[src/rtl/scroll_background_pkg.sv]
// Shared types and constants for the scrolling background generator.
// The pixel pipeline latency is derived here so the top and its users agree on it.
package bg_pkg;

  typedef enum logic [1:0] {
    REG_SKY    = 2'd0,
    REG_TILE   = 2'd1,
    REG_GROUND = 2'd2,
    REG_BLANK  = 2'd3
  } region_t;

  localparam logic [23:0] SKY_RGB_DEF    = 24'hEEFE91;
  localparam logic [23:0] GROUND_RGB_DEF = 24'h4EC0CA;

  // Request-to-pixel latency: address stage + ROM read + output stage.
  function automatic int unsigned lat_of(input int unsigned rom_lat);
    return rom_lat + 2;
  endfunction

endpackage

[src/rtl/bg_delay_line.sv]
// Fixed-depth shift register used to carry {valid, region} alongside the ROM read.
module bg_delay_line #(
  parameter int unsigned WIDTH = 3,
  parameter int unsigned DEPTH = 1
) (
  input  logic             clk,
  input  logic             rst_n,
  input  logic [WIDTH-1:0] din,
  output logic [WIDTH-1:0] dout
);

  logic [WIDTH-1:0] taps [DEPTH];

  always_ff @(posedge clk or negedge rst_n) begin
    if (!rst_n) begin
      for (int unsigned i = 0; i < DEPTH; i++) taps[i] <= '0;
    end else begin
      taps[0] <= din;
      for (int unsigned i = 1; i < DEPTH; i++) taps[i] <= taps[i-1];
    end
  end

  assign dout = taps[DEPTH-1];

endmodule

[src/rtl/bgd.sv]
// Behavioural model of the bgd tile ROM core: synchronous read, LAT cycles from addr to data.
// Contents are a fixed hash of the address so every word is distinct and reproducible.
module bgd #(
  parameter int ADDR_W = 14,
  parameter int DATA_W = 24,
  parameter int LAT    = 1
) (
  input  logic              clk,
  input  logic [ADDR_W-1:0] addr,
  output logic [DATA_W-1:0] data
);

  logic [DATA_W-1:0] rd [LAT];

  function automatic logic [DATA_W-1:0] rom_word(input logic [ADDR_W-1:0] a);
    return DATA_W'((32'(a) * 32'h9E3779B1) ^ 32'(a));
  endfunction

  always_ff @(posedge clk) begin
    rd[0] <= rom_word(addr);
    for (int unsigned i = 1; i < LAT; i++) rd[i] <= rd[i-1];
  end

  assign data = rd[LAT-1];

endmodule

[src/rtl/scroll_background.sv]
// Horizontally scrolling background pixel generator: classifies each requested pixel into
// a band, maps tile pixels through a scrolled ROM address, and returns RGB after a fixed latency.
module scroll_background
  import bg_pkg::*;
#(
  parameter int PIX_W         = 24,
  parameter int ROW_W         = 10,
  parameter int COL_W         = 10,
  parameter int ADDR_W        = 14,
  parameter int SCREEN_W      = 300,
  parameter int TILE_W        = 75,
  parameter int TILE_H        = 132,
  parameter int SKY_LAST      = 30,
  parameter int GROUND_FIRST  = 162,
  parameter int TILE_ROW_BASE = 161,
  parameter int SCROLL_STEP   = 1,
  parameter int ROM_LAT       = 1,
  parameter logic [PIX_W-1:0] SKY_RGB    = PIX_W'(SKY_RGB_DEF),
  parameter logic [PIX_W-1:0] GROUND_RGB = PIX_W'(GROUND_RGB_DEF)
) (
  input  logic             clk,
  input  logic             rst_n,
  input  logic             pix_req,
  input  logic [ROW_W-1:0] req_row,
  input  logic [COL_W-1:0] req_col,
  input  logic             frame_tick,
  input  logic             scroll_en,
  input  logic             scroll_clr,
  output logic [COL_W-1:0] scroll_ofs,
  output logic [PIX_W-1:0] pix_out,
  output logic             pix_valid
);

  localparam int unsigned MAX_K = (SCREEN_W + TILE_W + TILE_W - 1) / TILE_W;
  localparam int unsigned SUM_W = COL_W + 1;

  if (!(TILE_ROW_BASE - (SKY_LAST + 1) < TILE_H)) begin : g_chk_rows
    $error("tile band rows exceed TILE_H");
  end
  if (!(TILE_ROW_BASE >= GROUND_FIRST - 1)) begin : g_chk_base
    $error("TILE_ROW_BASE below last tile row");
  end
  if (!(TILE_W * TILE_H <= 2 ** ADDR_W)) begin : g_chk_addr
    $error("tile ROM does not fit ADDR_W");
  end
  if (!(ROM_LAT >= 1 && SCROLL_STEP > 0 && SCROLL_STEP < TILE_W)) begin : g_chk_misc
    $error("ROM_LAT or SCROLL_STEP out of range");
  end

  logic [COL_W-1:0]  ofs;
  logic [SUM_W-1:0]  ofs_sum;
  logic [SUM_W-1:0]  col_sum;
  logic [SUM_W-1:0]  tcol;
  region_t           region;
  logic              s1_valid;
  region_t           s1_region;
  logic [ADDR_W-1:0] s1_addr;
  logic [2:0]        dly_out;
  logic              d_valid;
  region_t           d_region;
  logic [PIX_W-1:0]  rom_data;
  logic [PIX_W-1:0]  pix_next;

  assign ofs_sum = {1'b0, ofs} + SUM_W'(SCROLL_STEP);

  always_ff @(posedge clk or negedge rst_n) begin
    if (!rst_n) begin
      ofs <= '0;
    end else if (scroll_clr) begin
      ofs <= '0;
    end else if (frame_tick && scroll_en) begin
      ofs <= (ofs_sum >= SUM_W'(TILE_W)) ? COL_W'(ofs_sum - SUM_W'(TILE_W)) : COL_W'(ofs_sum);
    end
  end

  assign scroll_ofs = ofs;

  // Modulo by repeated compare: the largest k*TILE_W not above the sum wins.
  always_comb begin
    col_sum = {1'b0, req_col} + {1'b0, ofs};
    tcol    = col_sum;
    for (int unsigned k = 1; k <= MAX_K; k++) begin
      if (col_sum >= SUM_W'(k * TILE_W)) tcol = col_sum - SUM_W'(k * TILE_W);
    end
  end

  always_comb begin
    if (req_col >= COL_W'(SCREEN_W))          region = REG_BLANK;
    else if (req_row <= ROW_W'(SKY_LAST))     region = REG_SKY;
    else if (req_row >= ROW_W'(GROUND_FIRST)) region = REG_GROUND;
    else                                      region = REG_TILE;
  end

  always_ff @(posedge clk or negedge rst_n) begin
    if (!rst_n) begin
      s1_valid  <= 1'b0;
      s1_region <= REG_SKY;
      s1_addr   <= '0;
    end else begin
      s1_valid <= pix_req;
      if (pix_req) begin
        s1_region <= region;
        s1_addr   <= (region == REG_TILE)
                   ? ADDR_W'(32'(TILE_ROW_BASE) - 32'(req_row) + 32'(tcol) * 32'(TILE_H))
                   : '0;
      end
    end
  end

  bgd #(
    .ADDR_W(ADDR_W),
    .DATA_W(PIX_W),
    .LAT   (ROM_LAT)
  ) u_rom (
    .clk (clk),
    .addr(s1_addr),
    .data(rom_data)
  );

  bg_delay_line #(
    .WIDTH(3),
    .DEPTH(ROM_LAT)
  ) u_dly (
    .clk  (clk),
    .rst_n(rst_n),
    .din  ({s1_valid, s1_region}),
    .dout (dly_out)
  );

  assign d_valid  = dly_out[2];
  assign d_region = region_t'(dly_out[1:0]);

  always_comb begin
    pix_next = '0;
    case (d_region)
      REG_SKY:    pix_next = SKY_RGB;
      REG_GROUND: pix_next = GROUND_RGB;
      REG_TILE:   pix_next = rom_data;
      default:    pix_next = '0;
    endcase
  end

  always_ff @(posedge clk or negedge rst_n) begin
    if (!rst_n) begin
      pix_out   <= '0;
      pix_valid <= 1'b0;
    end else begin
      pix_valid <= d_valid;
      if (d_valid) pix_out <= pix_next;
    end
  end

endmodule

[config.mk]
export PLATFORM = sky130hd
export DESIGN_NAME = scroll_background
export DESIGN_NICKNAME = d
export VERILOG_FILES = /design/src/rtl/scroll_background_pkg.sv /design/src/rtl/bg_delay_line.sv /design/src/rtl/bgd.sv /design/src/rtl/scroll_background.sv
export SDC_FILE = /design/constraint.sdc
export NUM_CORES = 1
export LEC_CHECK = 0
export BUFFER_PORTS_ARGS = -buffer_cell sky130_fd_sc_hd__buf_2
export CORE_ASPECT_RATIO = 0.5
export CORE_MARGIN = 4
export CORE_UTILIZATION = 55
export DETAILED_ROUTE_END_ITERATION = 10
export PLACE_DENSITY = 0.84
export SKIP_CTS_REPAIR_TIMING = 1
export SLEW_MARGIN = 25
export SYNTH_ARGS = -nofsm -noshare
export SYNTH_HDL_FRONTEND = slang
export SYNTH_SLANG_ARGS = --single-unit
[constraint.sdc]
create_clock -name clk -period 12.3 [get_ports clk]
set_input_delay 1.845 -clock clk [delete_from_list [all_inputs] [get_ports clk]]
set_output_delay 1.845 -clock clk [all_outputs]
set_load 0.1 [all_outputs]
==> key figures, run 1 <==
Layout
  • Area Overhead vs Synth: 8.41%
  • Final nets: 1292
  • Most frequent cells in the layout: inv_1, ha_1, fa_1
  • Final Core Density: 60.7%
  • Share of post-route cells with drive strength above 1: 9.90%
  • Antenna diodes: 0
  • Fillers: 1383
  • Commonest non-fill, non-tap cell in the layout: inv_1

STA
  • Highest Clock Rate: 117 MHz
  • Worst hold margin: 0.363 ns
  • Setup violators final: 0
  • Final WS setup: 3.78 ns
  • Fin. Hold Viols: 0
  • Max_slew headroom: 33.6%
  • Setup TNS: 0 ns
  • Fin crit period: 8.52 ns
  • Max Slew Vio Count: 0
  • Tcrit/Tclk final: 69.3%
  • Worst Skew: 0.0149 ns
  • Worst-Margin Slew: 0.988 ns
  • RSZ-0062 raised after global routing: no

Worst setup path
  • RR Endpoint: s1_addr[13]
  • Arrival time at the worst endpoint: 8.74 ns
  • Cells on worst reg2reg path: 30
  • Crit start category: input pin
  • Worst-path fanout max: 7
  • Worst Setup End Kind: flip-flop
  • Worst reg-to-reg setup slack: 4.78 ns
  • Critical path's slowest cell: or4_1
  • CP Class: input pin to flip-flop
  • Reg2reg start: scroll_ofs[0]
  • WP data required: 12.52 ns
  • Max incr delay on CP: 0.54 ns
  • Crit-path most repeated cell: ha_1

Yosys
  • Fraction of registers with async set/reset: 72.6%
  • Avg Cell Area, Syn: 9.07 um^2
  • Dominant synthesized flop cell: dfrtp_1
  • Warnings from Yosys: 0
  • Mapped Area: 9160 um^2
  • Post-synth EDFFs: 0
  • FF+latch count, synth: 73
  • Synth area leaders: ha_1, fa_1, dfrtp_1
  • Synthesized Nets: 1246
  • Post-synthesis cell type count: 75
  • Synth top area share: 17.8%
  • Seq/Total Area, Yosys: 18.8%
  • Synth area leader: ha_1
  • Cell count after synthesis: 1010

Clock network
  • CTS Buffer Depth: 2
  • CTS tree: yes
  • # clock sinks: 73
  • Num CTS Buffers: 9
  • Clk Tree Root Cell: clkbuf_16
  • H-tree depth: 3
  • Insertion delay to the later sink of the worst-skew pair: 0.36 ns
  • Clock slew at the register clock pins of the worst setup and hold paths: 0.06 ns

Detailed routing
  • Drt initial violations: 479
  • Count of antenna-violating nets left after detailed routing: 0
  • Final WL: 22200 um
  • Drt pass-1 iters: 5
  • Vias per cell: 5.78
  • DRC Markers: 0
  • Vias: 7444
  • Mean routed wirelength per cell: 17.3 um

Floorplan
  • I/O pin count: 61
  • Die W: 191 um
  • Initial core utilization: 56.0%
  • Core Footprint: 16400 um^2
  • Die Area: 18900 um^2
  • Die Ht: 99.3 um
  • Std cell rows: 33

Global routing
  • First-pass GRT wire length: 37100 um
  • GR Util All Layers: 24.2%
  • Vias in the first global route: 7579
  • Largest net degree at the start of global routing: 54
  • Initial antenna violation count: 0
  • Grt ovf: 0

Power and ir drop
  • PD cells: 122 nW/um^2
  • Clock share of power: 21.5%
  • NetSw: 0.533 mW
  • Reg power frac: 24.1%
  • Part of the power in combinational logic: 54.4%
  • Int Pwr: 0.684 mW
  • VDD IR max: 71.0 uV
  • Static leakage: 4.94 nW
  • Net Sw Frac: 43.8%

Placement
  • Input/output buffers: 59
  • GPL Wtd Cong: 0.919
  • Pre-CTS setup slack: 3.30 ns
  • DP HPWL: 17900 um

Hold path
  • Hold path endpoint: u_dly.dout[2]
  • HP Start: s1_valid
  • Hold path depth: 0
  • Hold crit path type: flip-flop to flip-flop

Flow run
  • Max Cap Viol: 0

Outcome
  • Status: finished, final reports clean
[synth_stat cells (all sizes together), types with 16 or more instances]
cell / n
inv: 165
ha: 130
fa: 80
a21oi: 71
xnor2: 60
dfrtp: 53
nor2: 53
nand2: 40
o21ai: 31
nor3: 27
xor2: 22
clkbuf: 20
dfxtp: 20
a31oi: 16
[power groups by stage]
stage	clock [mW]	sequential (mW)	combinational (mW)
after floorplan	0	0.327	0.480
after global placement	0	0.296	0.627
after detailed placement	0	0.297	0.651
after CTS	0.264	0.292	0.660
after global routing	0.275	0.296	0.741
final	0.262	0.293	0.661
[per-layer routing]
layer	GRT usage (%)	share of wire, %	routed length [um]
met2	41.5	48	10800
met5	0	0	0
met3	4.38	5.6	1250
met1	31.8	43	9620
met4	7.34	2.7	600
[sequential cells by signal, summed over array words and instances, names as in the netlist]
| signal | count |
|---|---|
| pix_out | 22 |
| u_rom.rd | 20 |
| s1_addr | 14 |
| scroll_ofs | 10 |
| u_dly.dout | 3 |
| s1_region | 2 |
| pix_valid | 1 |
| s1_valid | 1 |
[kinds of logic (layout without fill, tap and decap cells)]
kind of cell    Yosys count  count (layout)  synth area share, %
mux                      13              13                 1.57
buf+inv                 191             242                 8.03
flops                    73              73                 18.8
xor+xnor                 82              82                 7.84
compound gates          231             231                 16.7
simple gates            209             209                 11.7
other cells               1               1               0.0409
fa+ha+maj               210             210                 35.2
[critical path, delay by kind of cell]
| kind | cells | cell delay, ns |
|---|---|---|
| compound gates | 9 | 1.63 |
| xor+xnor | 2 | 0.60 |
| fa+ha+maj | 8 | 2.47 |
| buf+inv | 4 | 0.45 |
| simple gates | 8 | 1.74 |
[stage by stage]
step | area (um^2) | std cells | power, mW
final | 9930 | 1288 | 1.22
after detailed placement | 9640 | 1272 | 0.949
after global placement | 9640 | 1272 | 0.923
after floorplan | 9160 | 1010 | 0.807
after global routing | 9930 | 1288 | 1.31
after CTS | 9920 | 1288 | 1.22
[area by class of cell]
class	instances	area [um^2]	area share, %
timing repair buffer	61	310	3.12
multi-input combinational	746	6700	67.5
clock buffer	9	225	2.27
tap	227	284	2.86
clock inverter	7	61.3	0.617
sequential	73	1730	17.4
inverter	165	619	6.24
[worst max path at each step]
stage,from,endpoint,slack [ns],cells after the start
floorplan,req_col[0],s1_addr[13],4.39,31
global placement,req_col[0],s1_addr[13],3.53,29
detailed placement,req_col[0],s1_addr[13],3.30,28
CTS,req_col[0],s1_addr[13],3.66,28
global route,req_col[0],s1_addr[13],3.25,31
finish,req_col[0],s1_addr[13],3.78,31
No activity file was read; power rests on OpenSTA's default activity.
==> run 2, diff against run 1 <==
--- a/config.mk
+++ b/config.mk
@@ -5,12 +5,13 @@
 export SDC_FILE = /design/constraint.sdc
 export NUM_CORES = 1
 export LEC_CHECK = 0
+export ABC_AREA = 1
 export BUFFER_PORTS_ARGS = -buffer_cell sky130_fd_sc_hd__buf_2
 export CORE_ASPECT_RATIO = 0.5
 export CORE_MARGIN = 4
 export CORE_UTILIZATION = 55
 export DETAILED_ROUTE_END_ITERATION = 10
-export PLACE_DENSITY = 0.84
+export PLACE_DENSITY = 0.87
 export SKIP_CTS_REPAIR_TIMING = 1
 export SLEW_MARGIN = 25
 export SYNTH_ARGS = -nofsm -noshare
==> constraint.sdc (replaced) <==
create_clock -name clk -period 7.8 [get_ports clk]
set_input_delay 1.17 -clock clk [delete_from_list [all_inputs] [get_ports clk]]
set_output_delay 1.17 -clock clk [all_outputs]
set_load 0.1 [all_outputs]
==> run 2 against run 1 <==
  * Sequential power rose by 57%
  * Global-route usage increased by 1.8 points
  * First-iteration DRC count increased by 41%
  * Synthesized cell count increased by 15%
  * Area after synthesis grew 2.1%
  * Flip-flop and latch count is the same
  * Critical endpoint unchanged
==> key figures, run 2 <==
Worst setup path
  • Critical path's slowest cell: fa_1
  • Critical path origin: req_col[0]
  • Crit start category: input pin
  • Crit path capture: s1_addr[13]
  • CP Class: input pin to flip-flop
  • WP data required: 8.09 ns
  • Reg2reg start: scroll_ofs[0]
  • Cells on worst reg2reg path: 33
  • Worst Setup End Kind: flip-flop
  • Worst reg-to-reg setup slack: 1.55 ns
  • Max incr delay on CP: 0.42 ns
  • RR Endpoint: s1_addr[13]
  • Worst-path fanout max: 12
  • Arrival time at the worst endpoint: 6.90 ns

Detailed routing
  • Vias per cell: 5.67
  • Mean routed wirelength per cell: 16.7 um
  • Drt initial violations: 675
  • Drt pass-1 iters: 7
  • Count of antenna-violating nets left after detailed routing: 0
  • DRC Markers: 0
  • Vias: 8277
  • Final WL: 24300 um

Placement
  • DP HPWL: 19200 um
  • Placed cell count: 1443
  • GPL Wtd Cong: 0.935
  • Input/output buffers: 59

Layout
  • Non-Filler Instances: 1459
  • Register with the most flip-flops: pix_out
  • Share of post-route cells with drive strength above 1: 12.5%
  • Antenna diodes: 0
  • Biggest regs: pix_out (22), u_rom.rd (20), s1_addr (14)
  • Commonest non-fill, non-tap cell in the layout: inv_1
  • Final Core Density: 61.7%
  • Area Overhead vs Synth: 8.87%
  • Largest register FFs: 22
  • Final nets: 1463
  • Most frequent cells in the layout: inv_1, nand2_1, ha_1

Global routing
  • Largest net degree at the start of global routing: 54
  • Vias in the first global route: 8403
  • Initial antenna violation count: 0
  • Grt ovf: 0
  • First-pass GRT wire length: 40600 um
  • GR Util All Layers: 26.0%

Clock network
  • CTS Buffer Depth: 2
  • H-tree depth: 3
  • Clk Tree Root Cell: clkbuf_16
  • # clock sinks: 73
  • Num CTS Buffers: 9
  • Insertion delay to the later sink of the worst-skew pair: 0.35 ns
  • Clock slew at the register clock pins of the worst setup and hold paths: 0.06 ns
  • CTS tree: yes

Yosys
  • Fraction of registers with async set/reset: 72.6%
  • Seq/Total Area, Yosys: 18.5%
  • Synth top area share: 17.4%
  • Cell count after synthesis: 1166
  • Commonest cells post-synth: inv_1, nand2_1, ha_1
  • Avg Cell Area, Syn: 8.02 um^2
  • Most frequent cell after synthesis: inv_1
  • Warnings from Yosys: 0
  • Mapped Area: 9360 um^2
  • Post-synth EDFFs: 0
  • Synth area leaders: ha_1, fa_1, dfrtp_1
  • Dominant synthesized flop cell: dfrtp_1
  • Synthesized Nets: 1402
  • FF+latch count, synth: 73
  • Post-synthesis cell type count: 57
  • Synth area leader: ha_1

STA
  • Setup violators final: 0
  • Max Slew Vio Count: 0
  • Worst hold margin: 0.385 ns
  • Fin. Hold Viols: 0
  • Setup TNS: 0 ns
  • Tcrit/Tclk final: 84.7%
  • RSZ-0062 raised after global routing: no
  • Fin crit period: 6.61 ns
  • Highest Clock Rate: 151 MHz
  • Worst Skew: 0.0113 ns
  • Worst-Margin Slew: 0.997 ns
  • Max_slew headroom: 33.3%

Floorplan
  • Initial core utilization: 56.7%
  • Std cell rows: 33
  • Die Ht: 100 um
  • I/O pin count: 61
  • Die Area: 19300 um^2
  • Die W: 192 um
  • Core Footprint: 16500 um^2

Power and ir drop
  • VDD IR max: 159 uV
  • PD cells: 194 nW/um^2
  • Final Power: 1.97 mW
  • Static leakage: 5.62 nW

Hold path
  • Hold crit path type: flip-flop to flip-flop

Outcome
  • Status: finished, final reports clean

Flow run
  • Max Cap Viol: 0
==> run 2: cell count changes in the layout (fill, tap and decap cells not counted), sizes merged, moves of 11 or more <==
cell and change:
a31oi -12, inv +62, mux2 -11, nand2 +193, nand2b -11, nand3 +52, nor2 +26, nor3 -18
o21ai +35, xnor2 -37, xor2 +20
==> run 2: final cells by class <==
cell class,instances,area (um^2)
clock buffer,9,225
clock inverter,7,85.1
fill,1354,6330
inverter,231,871
multi-input combinational,852,6690
sequential,73,1730
tap,227,284
timing repair buffer,60,303
==> run 2: where the power goes <==
part / switching, mW / leakage [nW] / internal, mW
Clock: 0.195 / 0.153 / 0.254
Sequential: 0.0323 / 0.869 / 0.426
Combinational: 0.677 / 4.60 / 0.389
==> run 2: how the worst min path moves through the flow <==
stage	startpoint	endpoint	slack (ns)	depth (start not counted)
after floorplan	s1_valid	u_dly.dout[2]	0.33	0
after global placement	s1_valid	u_dly.dout[2]	0.33	0
after detailed placement	s1_region[1]	u_dly.dout[1]	0.36	0
after CTS	s1_region[0]	u_dly.dout[0]	0.39	0
after global routing	s1_region[0]	u_dly.dout[0]	0.40	0
final	s1_region[0]	u_dly.dout[0]	0.39	0
==> run 2: cell families (layout without fill, tap and decap cells) <==
group,Yosys count,after routing,share of synthesized area (%)
AOI/OAI and AO/OA,165,165,10.2
xor gates and xnor gates,65,65,6.16
adders and majority gates,210,210,34.5
buffers and inverters,241,307,10.0
DFF,73,73,18.5
other,1,1,0.0401
and+or+nand+nor,411,411,20.6
==> run 2: per-layer routing <==
metal | up-vias | global-route usage [%] | part of all wire, %
met2 | 366 | 45.9 | 49
li1 | 3845 | - | -
met3 | 90 | 5.21 | 7.0
met5 | - | 0 | 0
met4 | 0 | 8.82 | 3.3
met1 | 3976 | 32.2 | 41
==> run 2: through the flow <==
step | setup slack [ns] | cell area, um^2
final | 1.19 | 10200
after global routing | 0.795 | 10200
after CTS | 1.26 | 10200
after detailed placement | 0.926 | 9880
after global placement | 1.28 | 9880
after floorplan | 1.74 | 9360
==> run 2: worst max-delay path, delay by kind of cell <==
family,cells,cell delay (ns)
AND/OR/NAND/NOR,13,1.45
buffers and inverters,6,0.68
XOR/XNOR,3,0.64
adder cells (fa/ha/maj),7,2.18
AO/OA/AOI/OAI,5,0.76
==> run 3, diff against run 2 <==
==> constraint.sdc (replaced) <==
create_clock -name clk -period 5.4 [get_ports clk]
set_input_delay 0.81 -clock clk [delete_from_list [all_inputs] [get_ports clk]]
set_output_delay 0.81 -clock clk [all_outputs]
set_load 0.1 [all_outputs]
==> run 3 against run 2 <==
  * Non-clock buffer count increased by 135
  * Setup slack lost 1.2 ns
  * Highest routed layer unchanged
  * Global-route usage rose by 1.3 points
  * Wire length is 11% higher
  * Hold slack worse by 0.037 ns
  * Largest power group unchanged
  * Count of clock-buffer cells in the layout is the same
  * Core utilization rose by 9.7 points
==> key figures, run 3 (same netlist as run 2, synthesis figures left out) <==
Clock network
  • Clk Tree Root Cell: clkbuf_16
  • Insertion delay to the later sink of the worst-skew pair: 0.34 ns
  • CTS Buffer Depth: 2
  • H-tree depth: 3
  • Num CTS Buffers: 9
  • CTS tree: yes
  • # clock sinks: 73
  • Clock slew at the register clock pins of the worst setup and hold paths: 0.06 ns

STA
  • Highest Clock Rate: 186 MHz
  • Worst-Margin Slew: 0.997 ns
  • Fin. Hold Viols: 0
  • Max Slew Vio Count: 0
  • RSZ-0062 raised after global routing: yes
  • Final WS setup: 0.0116 ns
  • Tcrit/Tclk final: 99.8%
  • Worst hold margin: 0.348 ns
  • Max_slew headroom: 33.3%
  • Fin crit period: 5.39 ns
  • Setup violators final: 0
  • Setup TNS: 0 ns
  • Worst Skew: 0.00734 ns

Outcome
  • Status: finished, final reports clean

Worst setup path
  • Worst Setup End Kind: flip-flop
  • WP data required: 5.68 ns
  • Crit-path most repeated cell: ha_4
  • Delay-heaviest family, CP: simple AND/OR/NAND/NOR gates
  • Max incr delay on CP: 0.37 ns
  • CP bufs+invs: 6
  • CP Class: input pin to flip-flop
  • Critical path's slowest cell: fa_2
  • Arrival time at the worst endpoint: 5.67 ns
  • Worst path depth: 34
  • Worst-path fanout max: 7
  • Cells on worst reg2reg path: 20
  • Crit start category: input pin

Global routing
  • First-pass GRT wire length: 42600 um
  • Grt ovf: 0
  • Initial antenna violation count: 0
  • Vias in the first global route: 8880
  • Largest net degree at the start of global routing: 54
  • GR Util All Layers: 27.4%

Power and ir drop
  • Clock share of power: 19.2%
  • NetSw: 1.40 mW
  • Static leakage: 6.35 nW
  • Part of the power in combinational logic: 60.7%
  • Int Pwr: 1.84 mW
  • VDD IR max: 194 uV
  • PD cells: 275 nW/um^2
  • Reg power frac: 20.1%
  • Net Sw Frac: 43.3%

Layout
  • Commonest non-fill, non-tap cell in the layout: inv_1
  • Antenna diodes: 0
  • Most frequent cells in the layout: inv_1, nand2_1, buf_4
  • Area Overhead vs Synth: 26.0%
  • Final nets: 1601
  • Fillers: 1191
  • Biggest regs: pix_out (22), u_rom.rd (20), s1_addr (14)
  • Share of post-route cells with drive strength above 1: 26.8%
  • Largest register FFs: 22
  • Register with the most flip-flops: pix_out

Floorplan
  • Core Footprint: 16500 um^2
  • Die W: 192 um
  • Initial core utilization: 56.7%
  • Die Area: 19300 um^2
  • I/O pin count: 61
  • Die Ht: 100 um
  • Std cell rows: 33

Flow run
  • Max Cap Viol: 0

Detailed routing
  • Drt pass-1 iters: 5
  • Drt initial violations: 592
  • Mean routed wirelength per cell: 16.9 um
  • Final WL: 27000 um
  • Count of antenna-violating nets left after detailed routing: 0
  • Vias: 8807
  • DRC Markers: 0
  • Vias per cell: 5.51

Placement
  • DP HPWL: 20900 um
  • GPL Wtd Cong: 0.990
  • Input/output buffers: 59
  • Pre-CTS setup slack: -0.476 ns

Hold path
  • Hold path depth: 0
  • Hold crit path type: flip-flop to flip-flop
==> run 3: cell types whose count changed in the layout (fill, tap and decap cells not counted), moves of 6 or more <==
cell     change
nand2_4      +9
nand3_1      -7
nand2_2      +8
buf_6        +7
ha_4        +13
a21oi_1      -9
nand2_1     -18
ha_1        -16
o21ai_1      +6
nand3_4      +6
o21ai_0      -8
buf_4      +129
a21oi_2      +9
==> run 3: layout make-up <==
cell class	instances	area [um^2]	share of cell area, %
clock buffer	9	225	1.91
tap	227	284	2.41
multi-input combinational	855	7240	61.4
timing repair buffer	195	1350	11.4
inverter	231	880	7.46
sequential	73	1730	14.7
clock inverter	7	83.8	0.711
==> run 3: worst reg2reg max path, stage by stage, from the launching register on <==
cell	delay [ns]
dfrtp_1	0.48
ha_1	0.39
inv_1	0.07
fa_1	0.50
inv_1	0.05
fa_1	0.47
fa_1	0.52
fa_1	0.51
fa_1	0.54
ha_2	0.33
nand2_1	0.16
nor2_1	0.07
o21ai_0	0.13
nand4_1	0.18
nand2_1	0.10
inv_1	0.05
o21ai_0	0.15
nand2_1	0.11
a21o_1	0.16
a21oi_1	0.15
xnor2_1	0.13
==> run 3: metrics by stage <==
stage	instance area, um^2	utilization, %	std cells	power [mW]
detailed placement	10800	65.3	1555	2.42
global placement	10800	65.3	1555	2.34
global route	11800	71.4	1597	3.49
finish	11800	71.4	1597	3.24
CTS	11100	67.1	1571	3.06
floorplan	9420	-	1166	1.84
==> run 3: worst paths after layout <==
kind	startpoint	end	slack (ns)
worst max-delay path	req_col[0]	s1_addr[13]	0.01
worst min-delay path	s1_valid	u_dly.dout[2]	0.35
worst max register to register	s1_addr[7]	u_rom.rd[0][19]	0.10
worst min register to register	s1_valid	u_dly.dout[2]	0.35
max in group asynchronous	rst_n	s1_addr[3]	4.32
min in group asynchronous	rst_n	scroll_ofs[4]	0.58
==> run 3: power by group through the flow <==
stage | logic, mW | clock network, mW | registers, mW
after floorplan | 1.09 | 0 | 0.747
after global placement | 1.68 | 0 | 0.658
after detailed placement | 1.76 | 0 | 0.660
after CTS | 1.78 | 0.630 | 0.651
after global routing | 2.18 | 0.654 | 0.658
final | 1.97 | 0.623 | 0.652
==> run 3: routing by layer <==
| metal | global-route usage (%) | part of all wire [%] |
|---|---|---|
| met4 | 11.0 | 4.3 |
| met3 | 4.24 | 5.0 |
| met1 | 33.3 | 40 |
| met2 | 49.0 | 50 |
| met5 | 0 | 0 |
